[config.mk]
export PLATFORM = sky130hd
export DESIGN_NAME = serial_sub
export DESIGN_NICKNAME = d
export VERILOG_FILES = /design/src/rtl/serial_sub_pkg.sv /design/src/rtl/fs_cell.sv /design/src/rtl/serial_sub.sv
export SDC_FILE = /design/constraint.sdc
export NUM_CORES = 1
export LEC_CHECK = 0
export CELL_PAD_IN_SITES_DETAIL_PLACEMENT = 1
export CELL_PAD_IN_SITES_GLOBAL_PLACEMENT = 1
export CORE_MARGIN = 3
export CORE_UTILIZATION = 36
export DETAILED_ROUTE_END_ITERATION = 10
export PLACE_DENSITY = 0.76
export SYNTH_ARGS = -nofsm -noshare
export SYNTH_HDL_FRONTEND = slang
export SYNTH_SLANG_ARGS = --single-unit
[constraint.sdc]
create_clock -name clk -period 1.95 [get_ports clk]
set_clock_uncertainty 0.05 [all_clocks]
set_input_delay 0.2925 -clock clk [delete_from_list [all_inputs] [get_ports clk]]
set_output_delay 0.2925 -clock clk [all_outputs]
set_load 0.03 [all_outputs]
[src/rtl/serial_sub_pkg.sv]
// rtl/serial_sub_pkg.sv - shared FSM state type and reset values for serial_sub
package serial_sub_pkg;

    typedef enum logic [1:0] {
        IDLE = 2'd0,
        RUN  = 2'd1,
        DONE = 2'd2
    } state_e;

    localparam state_e RST_STATE = IDLE;
    localparam logic   RST_BIT   = 1'b0;

endpackage

[src/rtl/fs_cell.sv]
// rtl/fs_cell.sv - one-bit full subtractor: d = a - b - bin, bout = borrow out
module fs_cell (
    input  logic a,
    input  logic b,
    input  logic bin,
    output logic d,
    output logic bout
);

    assign d    = a ^ b ^ bin;
    assign bout = (~a & b) | (~a & bin) | (b & bin);

endmodule

[src/rtl/serial_sub.sv]
// rtl/serial_sub.sv - bit-serial subtractor, LSB first, one bit per cycle
// Optional SERIAL_SUB_SAT_EN clamps an underflowing result to zero.
module serial_sub
    import serial_sub_pkg::*;
#(
    parameter int WIDTH = 8
) (
    input  logic             clk,
    input  logic             rst,
    input  logic             in_valid,
    output logic             in_ready,
    input  logic [WIDTH-1:0] a,
    input  logic [WIDTH-1:0] b,
    input  logic             bin,
    output logic             out_valid,
    input  logic             out_ready,
    output logic [WIDTH-1:0] diff,
    output logic             borrow,
    output logic             zero
);

    localparam int CW = (WIDTH > 1) ? $clog2(WIDTH) : 1;
    localparam logic [CW-1:0] LAST_BIT = CW'(WIDTH - 1);

    state_e           state_q, state_d;
    logic [WIDTH-1:0] a_q, a_d;
    logic [WIDTH-1:0] b_q, b_d;
    logic             br_q, br_d;
    logic [CW-1:0]    cnt_q, cnt_d;
    logic [WIDTH-1:0] diff_q, diff_d;
    logic             borrow_q, borrow_d;
    logic             zero_q, zero_d;

    logic             d_bit;
    logic             bout_bit;
    logic [WIDTH-1:0] res_next;

    fs_cell u_cell (
        .a    (a_q[0]),
        .b    (b_q[0]),
        .bin  (br_q),
        .d    (d_bit),
        .bout (bout_bit)
    );

    // The minuend register doubles as the result accumulator: each cycle the
    // consumed LSB falls off and the new difference bit enters at the MSB.
    always_comb begin
        res_next            = a_q >> 1;
        res_next[WIDTH-1]   = d_bit;

        state_d  = state_q;
        a_d      = a_q;
        b_d      = b_q;
        br_d     = br_q;
        cnt_d    = cnt_q;
        diff_d   = diff_q;
        borrow_d = borrow_q;
        zero_d   = zero_q;

        case (state_q)
            IDLE: begin
                if (in_valid) begin
                    a_d     = a;
                    b_d     = b;
                    br_d    = bin;
                    cnt_d   = '0;
                    state_d = RUN;
                end
            end
            RUN: begin
                a_d   = res_next;
                b_d   = b_q >> 1;
                br_d  = bout_bit;
                cnt_d = cnt_q + 1'b1;
                if (cnt_q == LAST_BIT) begin
                    state_d  = DONE;
                    borrow_d = bout_bit;
`ifdef SERIAL_SUB_SAT_EN
                    diff_d   = bout_bit ? '0 : res_next;
`else
                    diff_d   = res_next;
`endif
                    zero_d   = (diff_d == '0);
                end
            end
            DONE: begin
                if (out_ready) begin
                    state_d = IDLE;
                end
            end
            default: state_d = RST_STATE;
        endcase
    end

    always_ff @(posedge clk) begin
        if (rst) begin
            state_q  <= RST_STATE;
            a_q      <= '0;
            b_q      <= '0;
            br_q     <= RST_BIT;
            cnt_q    <= '0;
            diff_q   <= '0;
            borrow_q <= RST_BIT;
            zero_q   <= RST_BIT;
        end else begin
            state_q  <= state_d;
            a_q      <= a_d;
            b_q      <= b_d;
            br_q     <= br_d;
            cnt_q    <= cnt_d;
            diff_q   <= diff_d;
            borrow_q <= borrow_d;
            zero_q   <= zero_d;
        end
    end

    assign in_ready  = (state_q == IDLE);
    assign out_valid = (state_q == DONE);
    assign diff      = diff_q;
    assign borrow    = borrow_q;
    assign zero      = zero_q;

endmodule

======== Word level (Yosys, flattened, before mapping) ========
Index checks and enable logic that the tools add are counted.
storage, ports and cells
  output and inout port bits .............. 12
  ROM bits ................................ 0
  memories kept ........................... 0
  latch bits .............................. 0
  register bits after elaboration ......... 32
  RAM bits ................................ 0
  input bits .............................. 21
  word-level logic and storage cells ...... 41
cells by class
  add/sub/neg operators ................... 1
  equal/unequal tests ..................... 6
  bitwise operators ....................... 8
  shift-type cells ........................ 0
  reduce and logical (&&, ||, !) cells .... 6
  muxes and demuxes ....................... 12
  multiply operators ...................... 0
  order comparisons ....................... 0
  div/mod/pow operators ................... 0
operators by type and width
  operator                                              count
  one-hot mux 8 bit (2 select lines)                    2
  two-way mux 8 bit                                     2
  logical NOT 8 bit                                     1
  two-way mux 2 bit                                     3
  one-hot mux 2 bit (3 select lines)                    1
  one-hot mux 3 bit (2 select lines)                    1
  != test 2 bit (second input constant)                 2
  AND reduction 2 bit                                   2
  adder 3 x 1 -> 3 bit (second input constant)          1
  AND 1 bit                                             3
  equality test 3 bit (second input constant)           1
  two-way mux 3 bit                                     1
  AND reduction 3 bit                                   1
  equality test 2 x 1 -> 1 bit (second input constant)  1
  equality test 2 bit (second input constant)           1
  logical NOT 2 bit                                     1
  != test 2 x 1 -> 1 bit (second input constant)        1
  OR 1 bit                                              2
  one-hot mux 1 bit (2 select lines)                    1
  nonzero test 2 bit                                    1
  bitwise XOR 1 bit                                     2
  two-way mux 1 bit                                     1
  NOT 1 bit                                             1

======== Logic depth before layout (Yosys ltp) ========
Gate-level depths: netlist (run 1).
  depth after elaboration ................. 5
  gate-level depth with buffers ........... 6
  mapped depth without buffers ............ 5

======== Hierarchy ========
A second synthesis (run 1) with hierarchy kept.
unflattened totals
  cells, all modules ...................... 160
  area, all modules ....................... 1376.3 µm²
modules (own cells, without submodules)
  module      sequential area each (µm²)  area an instance (µm²)  cells each  times used
  serial_sub  640.6                       1348.8                  157         1
  fs_cell     0.0                         27.5                    3           1

======== Worst setup path after synthesis (run 1) ========
No wires, ideal clock.
  path type ............................... register to register
  from .................................... register state_q[0]
  to ...................................... register b_q[7]
  setup slack ............................. 539 ps
  cell stages (with the launch flop) ...... 6
  required time ........................... 1834 ps
  buffers on the path ..................... 2
  data arrival time ....................... 1295 ps
  library setup time ...................... 66 ps
  clock period less this slack ............ 1411 ps
  path through ............................ dfxtp_1 buf_4 buf_2 nor2_1 a32oi_1 nor2_1
on the way
  longest elaborated chain between the ends .. 3
  elaborated cells between the ends (all ways) .. 6
  classes of those cells .................. 2 x eq/ne; 1 x mux; 3 x reduce/logical
ends and longest elaborated chain
  item                                                                         line               RTL
  from (decl)                                                                  serial_sub.sv:25   state_e state_q, state_d;
  from (signal assigned)                                                       serial_sub.sv:107  state_q <= state_d;
  logical NOT 2 bit (*)                                                        -
  net in_ready                                                                 serial_sub.sv:11   output logic in_ready,
  != test 2 bit (no source line) / nonzero test 2 bit (equally long branches)  -
  AND reduction 2 bit (no source line)                                         -
  to (signal assigned)                                                         serial_sub.sv:100  b_q <= '0;
  to (signal assigned)                                                         serial_sub.sv:109  b_q <= b_d;
  to (decl)                                                                    serial_sub.sv:27   logic [WIDTH-1:0] b_q, b_d;
Mark *: on every way through the listed nets, which the timed path passes. The rest lies on a longest branch.
A chain may end at the register's enable or synchronous reset.

======== Final worst setup path (run 1) ========
  from .................................... register state_q[1]
  to ...................................... output port out_valid
on the way
  longest elaborated chain between the ends .. 1
ends and longest elaborated chain
  item                 line               RTL
  equality test 2 bit  serial_sub.sv:119  assign out_valid = (state_q == DONE);
  to (decl)            serial_sub.sv:15   output logic out_valid,
No other way between the ends.

==> results of run 1 <==
## synth_stat cells (2+ instances only)
cell	instances	area (um^2)
a211oi_2	10	125
nand2_1	17	63.8
mux2i_1	2	20.0
clkbuf_1	3	11.3
o2bb2ai_1	9	78.8
a211oi_1	8	60.1
buf_2	4	20.0
nand2b_1	2	12.5
a21oi_1	10	50.1
inv_1	3	11.3
a22oi_1	2	15.0
nor2_1	31	116
nor2b_1	2	12.5
o22ai_1	5	31.3
ha_1	2	25.0
buf_4	2	15.0
dfxtp_1	32	641
## logic make-up (layout without fill, tap and decap cells)
kind of cell,Yosys count,count (layout)
simple gates,58,58
fa+ha+maj,3,3
buf+inv,16,48
mux,2,2
flops,32,32
compound gates,48,48
## worst max-delay path: cells and delay by family (launching register included)
family | cells | cell delay, ns
DFF | 1 | 0.45
and+or+nand+nor | 1 | 0.19
buffers and inverters | 1 | 0.42
## metal layers
metal | routed length, um | share of wire | vias up
met1 | 1510 | 0.41 | 603
met3 | 187 | 0.051 | 5
li1 | - | - | 627
met4 | 59 | 0.016 | 0
met2 | 1900 | 0.52 | 32
met5 | 0 | 0 | -
## state kept, by name, indices dropped and copies added (netlist names)
register,cells
a_q,8
b_q,8
diff,8
cnt_q,3
state_q,2
borrow,1
br_q,1
zero,1
## area by class of cell
type | instances | area (um^2) | area share
multi-input combinational | 111 | 709 | 0.377
sequential | 32 | 641 | 0.341
timing repair buffer | 36 | 364 | 0.194
clock buffer | 8 | 90.1 | 0.0479
tap | 48 | 60.1 | 0.0320
inverter | 4 | 15.0 | 0.00799
## where the power goes
group	switching [uW]	internal, uW	total [uW]
logic	121	119	240
registers	33.4	694	727
clock network	240	288	527
## metrics by stage
step                power (uW)  std cells  cell area, um^2  setup WS [ns]  utilization
finish                    1490        239             1880          0.259        0.502
global route              1570        239             1880          0.196        0.502
CTS                       1510        239             1880         0.0173        0.501
detailed placement         986        231             1790          0.269        0.478
global placement           969        231             1790          0.326        0.478
floorplan                  889        159             1430          0.539            -
## worst max path at each step
| stage | startpoint | end | slack, ns | cells past startpoint |
|---|---|---|---|---|
| floorplan | state_q[0] | b_q[7] | 0.54 | 5 |
| global placement | state_q[1] | out_valid | 0.33 | 2 |
| detailed placement | in_valid | a_q[3] | 0.27 | 5 |
| CTS | state_q[1] | in_ready | 0.02 | 2 |
| global route | state_q[1] | out_valid | 0.20 | 2 |
| finish | state_q[1] | out_valid | 0.26 | 2 |
## timing repair
item | CTS | global route
endpoints found under the setup margin | 1 | 1
resized for setup | 1 | 1
pin swaps | 0 | 0
==> results.md, run 1 <==
- Status: finished, final reports clean
- Post-Synth XOR/XNOR Area: 0
- Post-Synthesis Cells: 159
- Port Buffers: 32
- Initial Utilization: 0.382
- Leak: 0.000685 uW
- Fin crit share: 0.867
- Post-synthesis mux area share: 0.0140
- Critical Path Fanout Max: 9
- Vias per cell: 5.30
- Antenna cells: 0
- Routed WL: 3660 um
- Most frequent cells in the layout: dfxtp_1, nor2_1, clkdlybuf4s50_1
- Number of global-route vias before repair: 1290
- Setup Buffers After CTS: 0
- Hold path startpoint: diff[6]
- Most Used Layer, Global Route: met2
- CP max stage delay: 0.45 ns
- Routed wire per std cell: 15.3 um
- Slew headroom: 0.591
- Via count: around 1300
- Nets@finish: about 210
- Clk pin slew, worst setup/hold paths: 0.07 ns
- Reg2Reg Launch Point: br_q
- Largest family of logic cells by synthesized area: compound AO/OA/AOI/OAI gates
- RR Endpoint: zero
- Syn Area/Cell: 9.00 um^2
- Critical Setup Path Class: flop to output port
- Most common cell after layout, fill and taps aside: dfxtp_1
- Total negative slack: 0 ns
- Compound-Gate Fraction of Synth Area: 0.274
- Internal reg-to-reg setup slack: 0.39 ns
- # rows: 22
- 1st-iter DRT viols: 30
- Number of synthesized flops with an enable pin: 0
- Ys async rst share: 0
- Min Hold Slack: 0.403 ns
- Slew @ Worst Pin: 0.612 ns
- Clock buffer depth: 2
- DRC viols: 0
- Max stage delay cell, worst path: dfxtp_1
- Post-route ant nets: 0
- Final setup fails: 0
- Filler cells: 452
- First-pass GRT wire length: about 5900 um
- Syn_nets: 183
- Initial antenna violation count: 0
- Share of layout cells above drive strength 1: 0.115
- Die area: between 4000 and 5000 um^2
- Core area: 3740 um^2
- Overall Global Routing Usage: 0.158
- Reg2reg path depth: 4
- Max-slew violations: 0
- Synth cell types: 32
- Largest net degree at the start of global routing: 33
- Yosys reg bits: 32
- CTS HTree Levels: 2
- Critical-path cell list: nor2b_1, dlygate4sd2_1
- Clk sink count: 32
- # hold bufs at CTS: 0
- GRT overflow: 0
- CP endpoint kind: output port
- WHS Endpoint: diff[6]
- Synth Warn #: 0
- Fmax: between 0.5 and 0.6 GHz
- RSZ-0062 raised after global routing: no
- HP Class: flop to flop
- Met2 usage: 0.279
- Post-synthesis instance area: 1430 um^2
- Met1 usage: 0.168
- Die Y: 69.1 um
- Top FF cell, synth: dfxtp_1
- CTS tree: yes
- HPWL after DPL: 2660 um
- Maximum capacitance violations: 0
- M3 GR Usage: 0.0583
- Worst EP arrival: 1.35 ns
- CTS root buf: clkbuf_8
- Peak VDD IR: approximately 320 uV
- Chip Width: between 60 and 70 um
- PwrDens: 795 nW/um^2
- Drt pass-1 iters: 4
- Synth Area in Adders: 0.0315
- TritonCTS Buffers: 5
- Area growth syn-to-layout: 31.3%
- Post-synthesis sequential area ratio: 0.448
- Simple-Gate Fraction of Synth Area: 0.177
- CP startpoint kind: flop
- Cell depth of the worst hold path: 2
- GP Congestion: 0.770
- Ports: 33
- Crit path time final: roughly 1.7 ns
- Skew-Pair Late Insertion Delay: a little under 0.3 ns
- Final Hold Vio Count: 0
- Worst EP required: 1.61 ns
Note: power is estimated with default switching activity, not from simulation.
==> run 2, diff against run 1 <==
Settings changed: CTS_CLUSTER_DIAMETER from default to 80, PLACE_DENSITY 0.76 to default, PLACE_DENSITY_LB_ADDON from default to 0.15.
==> run 2 against run 1 <==
Sequential share of layout area about the same. Via count is 0.79% lower. Clock-buffer cell count unchanged. Fmax rose by 0.25%. Register-to-register slack got worse by 0.02 ns. Sequential power about the same. Power down 0.47%. Die area unchanged. Routed wire length fell by 2.5%. Combinational power shrank 3%. Hold slack improved by 0.0016 ns. Largest cell class unchanged. Highest routed layer unchanged.
==> results.md, run 2 (synthesis gave the netlist of run 1 again) <==
- Status: finished, final reports clean (unchanged)
- Drt pass-1 iters: 4 (unchanged)
- Final setup fails: 0 (unchanged)
- Clk pin slew, worst setup/hold paths: 0.06 ns (was 0.07 ns)
- Fmax: 0.593 GHz (was 0.591 GHz)
- Critical Path Fanout Max: 9 (unchanged)
- Max-slew violations: 0 (unchanged)
- Skew-Pair Late Insertion Delay: 0.28 ns (was 0.29 ns)
- Routed wire per std cell: 14.8 um (was 15.3 um)
- Max stage delay cell, worst path: dfxtp_1 (unchanged)
- Routed WL: 3570 um (was 3660 um)
- PwrDens: 790 nW/um^2 (was 795 nW/um^2)
- Via count: 1257 (was 1267)
- Highest Signal Layer: met4 (unchanged)
- Maximum capacitance violations: 0 (unchanged)
- Sequential power share: 0.490 (was 0.487)
- Slew headroom: 0.610 (was 0.591)
- Chip Width: 69.1 um (unchanged)
- CP top delay family: flip-flops (unchanged)
- Metal-1 WL: 1610 um (was 1510 um)
- Critical Setup Path Class: flop to output port (unchanged)
- Crit path time final: 1.69 ns (about the same)
- Total negative slack: 0 ns (unchanged)
- Fin crit share: 0.865 (was 0.867)
- Clk sink count: 32 (unchanged)
- Core area: 3740 um^2 (unchanged)
- Peak VDD IR: 346 uV (was 324 uV)
- # resized after CTS: 1 (unchanged)
- GP Congestion: 0.768 (was 0.770)
- CTS root buf: clkbuf_8 (unchanged)
- CTS HTree Levels: 2 (unchanged)
- Share of layout cells above drive strength 1: 0.124 (was 0.115)
- Combinational share of power: 0.157 (was 0.161)
- First-pass GRT wire length: 6290 um (was 5910 um)
- Setup Buffers After CTS: 0 (unchanged)
- CP startpoint kind: flop (unchanged)
- Post-route ant nets: 0 (unchanged)
- P_int: 1100 uW (about the same)
- Initial Utilization: 0.382 (unchanged)
- Antenna cells: 0 (unchanged)
- Die area: 4770 um^2 (unchanged)
- GRT overflow: 0 (unchanged)
- Die Y: 69.1 um (unchanged)
- Most common cell after layout, fill and taps aside: dfxtp_1 (unchanged)
- Area growth syn-to-layout: 31.5% (was 31.3%)
- Most frequent cells in the layout: dfxtp_1, nor2_1, clkdlybuf4s50_1 (unchanged)
- Sw Share: 0.260 (was 0.264)
- Vias per cell: 5.22 (was 5.30)
- TritonCTS Buffers: 5 (unchanged)
- Worst EP arrival: 1.34 ns (was 1.35 ns)
- # hold bufs at CTS: 0 (unchanged)
- Met2 WL: 1720 um (was 1900 um)
- Port Buffers: 32 (unchanged)
- HP Class: flop to flop (unchanged)
- Slew @ Worst Pin: 0.585 ns (was 0.612 ns)
- Number of global-route vias before repair: 1303 (was 1290)
- Final Hold Vio Count: 0 (unchanged)
- Largest net degree at the start of global routing: 33 (unchanged)
- Nets@finish: 216 (was 214)
- Critical path buffer and inverter count: 1 (unchanged)
- Leak: 0.000689 uW (was 0.000685 uW)
- Min Hold Slack: 0.405 ns (was 0.403 ns)
- DRC viols: 0 (unchanged)
- CP endpoint kind: output port (unchanged)
- Ports: 33 (unchanged)
- Net switching power figure: 387 uW (was 394 uW)
- Worst EP required: 1.61 ns (about the same)
- Clock buffer depth: 2 (unchanged)
- Clock power share: 0.353 (about the same)
- Overall Global Routing Usage: 0.163 (was 0.158)
- Metal3 WL: 180 um (was 187 um)
- Initial antenna violation count: 0 (unchanged)
- CP max stage delay: 0.44 ns (was 0.45 ns)
- Critical-path cell list: nor2b_1, dlygate4sd2_1 (unchanged)
- 1st-iter DRT viols: 54 (was 30)
- HPWL after DPL: 2550 um (was 2660 um)
- # rows: 22 (unchanged)
- RSZ-0062 raised after global routing: no (unchanged)
- CTS tree: yes (unchanged)
## run 2: changes by cell type in the layout (fill, tap and decap cells not counted), sizes merged
cell	change
buf	+2
## run 2: worst paths after layout
| kind | to | slack [ns] | from | cells past startpoint |
|---|---|---|---|---|
| hold reg to reg | diff[3] | 0.40 | diff[3] | 2 |
| setup reg to reg | diff[7] | 0.37 | cnt_q[0] | 5 |
| hold / removal | diff[3] | 0.40 | diff[3] | 2 |
| setup / recovery | out_valid | 0.26 | state_q[1] | 2 |
## run 2: area by class of cell
| cell class | instances | area (um^2) |
|---|---|---|
| well taps | 48 | 60.1 |
| multi-input cells | 111 | 709 |
| fillers | 457 | 1860 |
| clock buffers | 8 | 90.1 |
| inverters | 4 | 15.0 |
| flip-flops and latches | 32 | 641 |
| repair buffers | 38 | 367 |
## run 2: per-stage QoR
stage / setup WS, ns / instance area (um^2) / power, uW / std cells / utilization
after CTS: 0.0711 / 1880 / 1510 / 241 / 0.502
after detailed placement: 0.277 / 1790 / 979 / 233 / 0.478
after global routing: 0.161 / 1880 / 1570 / 241 / 0.503
after global placement: 0.321 / 1790 / 967 / 233 / 0.478
after floorplan: 0.539 / 1430 / 889 / 159 / -
final: 0.263 / 1880 / 1490 / 241 / 0.503
## run 2: layer usage
layer,vias to the layer above,GRT usage
met1,598,0.197
met2,24,0.269
met5,-,0
met4,0,0.0607
li1,628,-
met3,7,0.0510
## run 2: worst reg2reg max path, delay by kind of cell, from the launching register on
kind,cells,cell delay [ns]
compound gates,1,0.20
simple gates,2,0.48
flops,1,0.39
fa+ha+maj,2,0.38
## run 2: power by group through the flow
stage          Sequential (uW)  Clock (uW)  Combinational, uW
2_1_floorplan              730           0                159
3_3_place_gp               740           0                228
3_5_place_dp               743           0                236
4_1_cts                    729         541                237
5_1_grt                    734         576                261
6_report                   729         525                234
